File: src/rtl/seed_role_reader.sv
// Seed ROM role reader: captures a pseudo-random seed address, reads one word,
// then scans its five 2-bit player fields to locate the wolf and the doctor.
module seed_role_reader #(
    parameter int NUM_SEEDS = 20
) (
    input  logic       clock,
    input  logic       reset_n,
    input  logic       start,
    output logic [4:0] rom_address,
    input  logic [9:0] rom_data,
    output logic       busy,
    output logic       done,
    output logic       error,
    output logic [4:0] seed_index,
    output logic [9:0] roles,
    output logic [2:0] wolf_idx,
    output logic [2:0] doctor_idx
);

    typedef enum logic [2:0] {
        IDLE,
        REQ,
        WAIT,
        SCAN,
        DONE
    } state_t;

    state_t     state;
    state_t     state_nxt;
    logic [4:0] counter;
    logic [2:0] scan_idx;
    logic [2:0] wolf_cnt;
    logic [2:0] doctor_cnt;
    logic [2:0] wolf_nxt;
    logic [2:0] doctor_nxt;
    logic       illegal;
    logic       illegal_nxt;
    logic [1:0] field;
    logic       last;

    always_ff @(posedge clock) begin
        if (!reset_n) begin
            counter <= '0;
        end else if (counter == 5'(NUM_SEEDS - 1)) begin
            counter <= '0;
        end else begin
            counter <= counter + 5'd1;
        end
    end

    always_ff @(posedge clock) begin
        if (!reset_n) begin
            state <= IDLE;
        end else begin
            state <= state_nxt;
        end
    end

    always_comb begin
        state_nxt = state;
        case (state)
            IDLE:    if (start) state_nxt = REQ;
            REQ:     state_nxt = WAIT;
            WAIT:    state_nxt = SCAN;
            SCAN:    if (last) state_nxt = DONE;
            DONE:    state_nxt = IDLE;
            default: state_nxt = IDLE;
        endcase
    end

    always_comb begin
        busy = (state != IDLE);
        done = (state == DONE);
    end

    // Player p sits in bits [9-2p:8-2p], so player 0 is the top pair.
    always_comb begin
        case (scan_idx)
            3'd0:    field = roles[9:8];
            3'd1:    field = roles[7:6];
            3'd2:    field = roles[5:4];
            3'd3:    field = roles[3:2];
            default: field = roles[1:0];
        endcase
    end

    assign last        = (scan_idx == 3'd4);
    assign wolf_nxt    = wolf_cnt + {2'b00, field == 2'b01};
    assign doctor_nxt  = doctor_cnt + {2'b00, field == 2'b10};
    assign illegal_nxt = illegal | (field == 2'b11);

    always_ff @(posedge clock) begin
        if (!reset_n) begin
            rom_address <= '0;
            seed_index  <= '0;
            error       <= 1'b0;
            roles       <= '0;
            wolf_idx    <= 3'd7;
            doctor_idx  <= 3'd7;
            scan_idx    <= '0;
            wolf_cnt    <= '0;
            doctor_cnt  <= '0;
            illegal     <= 1'b0;
        end else begin
            case (state)
                IDLE: begin
                    if (start) begin
                        seed_index  <= counter;
                        rom_address <= counter;
                        error       <= 1'b0;
                    end
                end
                WAIT: begin
                    roles      <= rom_data;
                    scan_idx   <= '0;
                    wolf_cnt   <= '0;
                    doctor_cnt <= '0;
                    illegal    <= 1'b0;
                    wolf_idx   <= 3'd7;
                    doctor_idx <= 3'd7;
                end
                SCAN: begin
                    scan_idx   <= scan_idx + 3'd1;
                    wolf_cnt   <= wolf_nxt;
                    doctor_cnt <= doctor_nxt;
                    illegal    <= illegal_nxt;
                    // Only the first occurrence claims the index.
                    if (field == 2'b01 && wolf_cnt == 3'd0) begin
                        wolf_idx <= scan_idx;
                    end
                    if (field == 2'b10 && doctor_cnt == 3'd0) begin
                        doctor_idx <= scan_idx;
                    end
                    if (last) begin
                        error <= (wolf_nxt != 3'd1) |
                                 (doctor_nxt != 3'd1) |
                                 illegal_nxt;
                    end
                end
                default: ;
            endcase
        end
    end

endmodule

File: config.mk
export PLATFORM = sky130hd
export DESIGN_NAME = seed_role_reader
export DESIGN_NICKNAME = d
export VERILOG_FILES = /design/src/rtl/seed_role_reader.sv
export SDC_FILE = /design/constraint.sdc
export NUM_CORES = 1
export LEC_CHECK = 0
export ABC_AREA = 0
export ABC_CLOCK_PERIOD_IN_PS = 6300
export CAP_MARGIN = 10
export CORE_ASPECT_RATIO = 0.75
export CORE_UTILIZATION = 45
export DETAILED_ROUTE_END_ITERATION = 10
export HOLD_SLACK_MARGIN = 0.15
export PLACE_DENSITY_LB_ADDON = 0.1
export SLEW_MARGIN = 5
export SYNTH_ARGS = -nofsm -noshare
export SYNTH_HDL_FRONTEND = slang
export SYNTH_SLANG_ARGS = --single-unit
File: constraint.sdc
create_clock -name clock -period 6.3 [get_ports clock]
set_input_delay 1.26 -clock clock [delete_from_list [all_inputs] [get_ports clock]]
set_output_delay 1.26 -clock clock [all_outputs]
set_load 0.02 [all_outputs]
==> flow_metrics.tcl <==
set metrics [dict create \
    status "completed" \
    layout-drive-gt1-share_pct 7.54 \
    grtUsageTotal_pct 18.6 \
    drt_pass1_iterations 4 \
    timing.fmax_mhz 343 \
    slew_viol_final 0 \
    finalCriticalPeriod_ns 2.91 \
    p_per_area_nw_per_um2 215 \
    grt_max_degree 34 \
    synth_cells 216 \
    vdd_ir_drop_max_v 0.000125 \
    drc 0 \
    arrival_ns 1.65 \
    portBuffers 41 \
    period_share_pct 46.2 \
    syn_area_per_cell_sq_um 9.27 \
    die_w_um 79.0 \
    fin_nets 274 \
    finalWirelength_mm 3.95 \
    min_from "counter[0]" \
    power.leakage_nw 0.994 \
    synth_edf_count 0 \
    cp.required_ns 5.04 \
    crit_type "register to output pin" \
    cts_resized 0 \
    core_area_sq_um 4150 \
    cp-startpoint "state[0]" \
    placementRows 20 \
    final_core_util_pct 60.5 \
    yosys_warnings 0 \
    setup-violations-final 0 \
    multi_input_area_sq_um 1100 \
    wl_per_cell_um 12.9 \
    cp_max_fo 10 \
    fillers 382 \
    worstMarginPinSlew_ns 0.553 \
    reg2reg_from "scan_idx[0]" \
    synth_ff_type "dfxtp_1" \
    holdBufCountCts 0 \
    drtIter0Drc 58 \
    r2r_slack_ns 3.62 \
    finalClockSkew_ns 0.00770 \
    area_growth_pct 25.5 \
    cts_buffers 5 \
    initial_core_util_pct 48.2 \
    rsz0062_at_grt "false" \
    cts_tree "yes" \
    syn_area_sq_um 2000 \
    h-tree-depth 2 \
    grt_pass1_vias 1391 \
    synth-seq-area-share_pct 40.0 \
    antenna_found_initial 0 \
    ant_nets 0 \
    cp-start-kind "register" \
    cts_root_buffer "clkbuf_8" \
    maxCapViolations 0 \
    grt.overflow.total 0 \
    synthDistinctLibCells 41 \
    num_vias 1520 \
    die_area_sq_um 4730 \
    gp_congestion 0.828 \
    insertion_delay_ns 0.29 \
    die_y_um 59.8 \
    place_hpwl_mm 2.88 \
    hold_class "register to register" \
    ff_latch_area_sq_um 801 \
    antenna_cells 0 \
    hold_viol 0 \
    ys_async_sr_fraction_pct 0 \
    synth_fp_nets 239 \
    via_per_inst 4.95 \
    fin_tns_setup_ns 0 \
    cts_sinks 40 \
    ioPinCount 42 \
    grt_pass1_wl_mm 6.65 \
    clockBufferDepth 2 \
    post_cts.repair.setup_buffers 0 \
    critical_path.endpoint_type "output pin" \
    slew_headroom_pct 63.1 \
    ys_ff_latch 40 \
    path_clk_slew_ns 0.08 \
]
[registers in the layout, summed over array words and instances, names as in the netlist]
signal / flops
counter: 5
doctor_cnt: 3
doctor_idx: 3
error: 1
illegal: 1
roles: 10
scan_idx: 3
seed_index: 5
state: 3
wolf_cnt: 3
wolf_idx: 3
[critical path, stage by stage (launching register included)]
cell	delay, ns
dfxtp_1	0.55
nor2_1	0.13
nand2_1	0.09
clkdlybuf4s50_1	0.59
[cells in the final DEF (no fill, tap or decap), types with 2 or more instances in the layout]
cell / n
mux2i_1: 13
a21boi_1: 12
xor2_1: 2
nor2_1: 16
and2_1: 2
nand4b_4: 2
dfxtp_1: 40
xnor2_1: 2
nor3b_1: 2
o211ai_2: 2
and3_1: 4
o21ai_0: 4
nand3_1: 4
clkdlybuf4s50_1: 41
nor3_1: 3
o21ai_1: 2
nand2_1: 33
clkbuf_8: 5
inv_1: 5
ha_1: 10
mux2i_4: 2
a22oi_1: 8
nand3b_1: 2
nor2b_1: 17
[report_power, final]
part           internal (W)  switching (W)  leakage, nW
clock              0.000118      0.0000867       0.0552
sequential         0.000260     0.00000899        0.325
combinational     0.0000324      0.0000348        0.614
total              0.000410       0.000130        0.994
[final cells by class]
| type | count | area share [%] |
|---|---|---|
| Multi-Input combinational cell | 156 | 43.6 |
| Sequential cell | 40 | 31.9 |
| Timing Repair Buffer | 42 | 16.6 |
| Clock buffer | 6 | 2.89 |
| Tap cell | 55 | 2.74 |
| Clock inverter | 2 | 1.39 |
| Inverter | 6 | 0.896 |
[final timing paths]
check / to / cells past startpoint
setup / recovery: busy / 3
hold / removal: counter[0] / 1
setup reg to reg: error / 12
hold reg to reg: counter[0] / 1
[synthesized netlist by cell type (5+ instances only)]
| cell | count | area share, % |
|---|---|---|
| a21boi_1 | 12 | 4.5 |
| a22oi_1 | 8 | 3.0 |
| buf_4 | 5 | 1.9 |
| dfxtp_1 | 40 | 40 |
| ha_1 | 10 | 6.2 |
| inv_1 | 5 | 0.94 |
| mux2i_1 | 13 | 6.5 |
| nand2_1 | 33 | 6.2 |
| nor2_1 | 16 | 3.0 |
| nor2b_1 | 17 | 5.3 |
[per-layer routing]
metal	GRT usage, %	share of wire (%)	vias up
li1	-	-	801
met1	27.3	55	683
met2	26.1	39	29
met3	4.43	3.9	7
met4	7.01	1.3	0
met5	0	0	-
[per-stage QoR]
| stage | hold slack [ns] | power [W] | instances | cell area [sq um] | setup slack [ns] |
|---|---|---|---|---|---|
| 3_5_place_dp | 0.451 | 0.000342 | 299 | 2410 | 3.64 |
| 5_1_grt | 0.493 | 0.000566 | 307 | 2510 | 3.27 |
| 6_report | 0.473 | 0.000541 | 307 | 2510 | 3.39 |
| 3_3_place_gp | 0.450 | 0.000343 | 299 | 2410 | 3.62 |
| 4_1_cts | 0.470 | 0.000548 | 307 | 2510 | 3.38 |
| 2_1_floorplan | 0.429 | 0.000317 | 216 | 2000 | 3.85 |
[cell families after synthesis]
logic type	Yosys count	synth area share, %
xor gates and xnor gates	4	1.75
buffers and inverters	20	5.31
DFF	40	40.0
AOI/OAI and AO/OA	35	13.2
and+or+nand+nor	92	24.7
adders and majority gates	10	6.25
muxes	15	8.74
(Power assumes the default switching activity.)
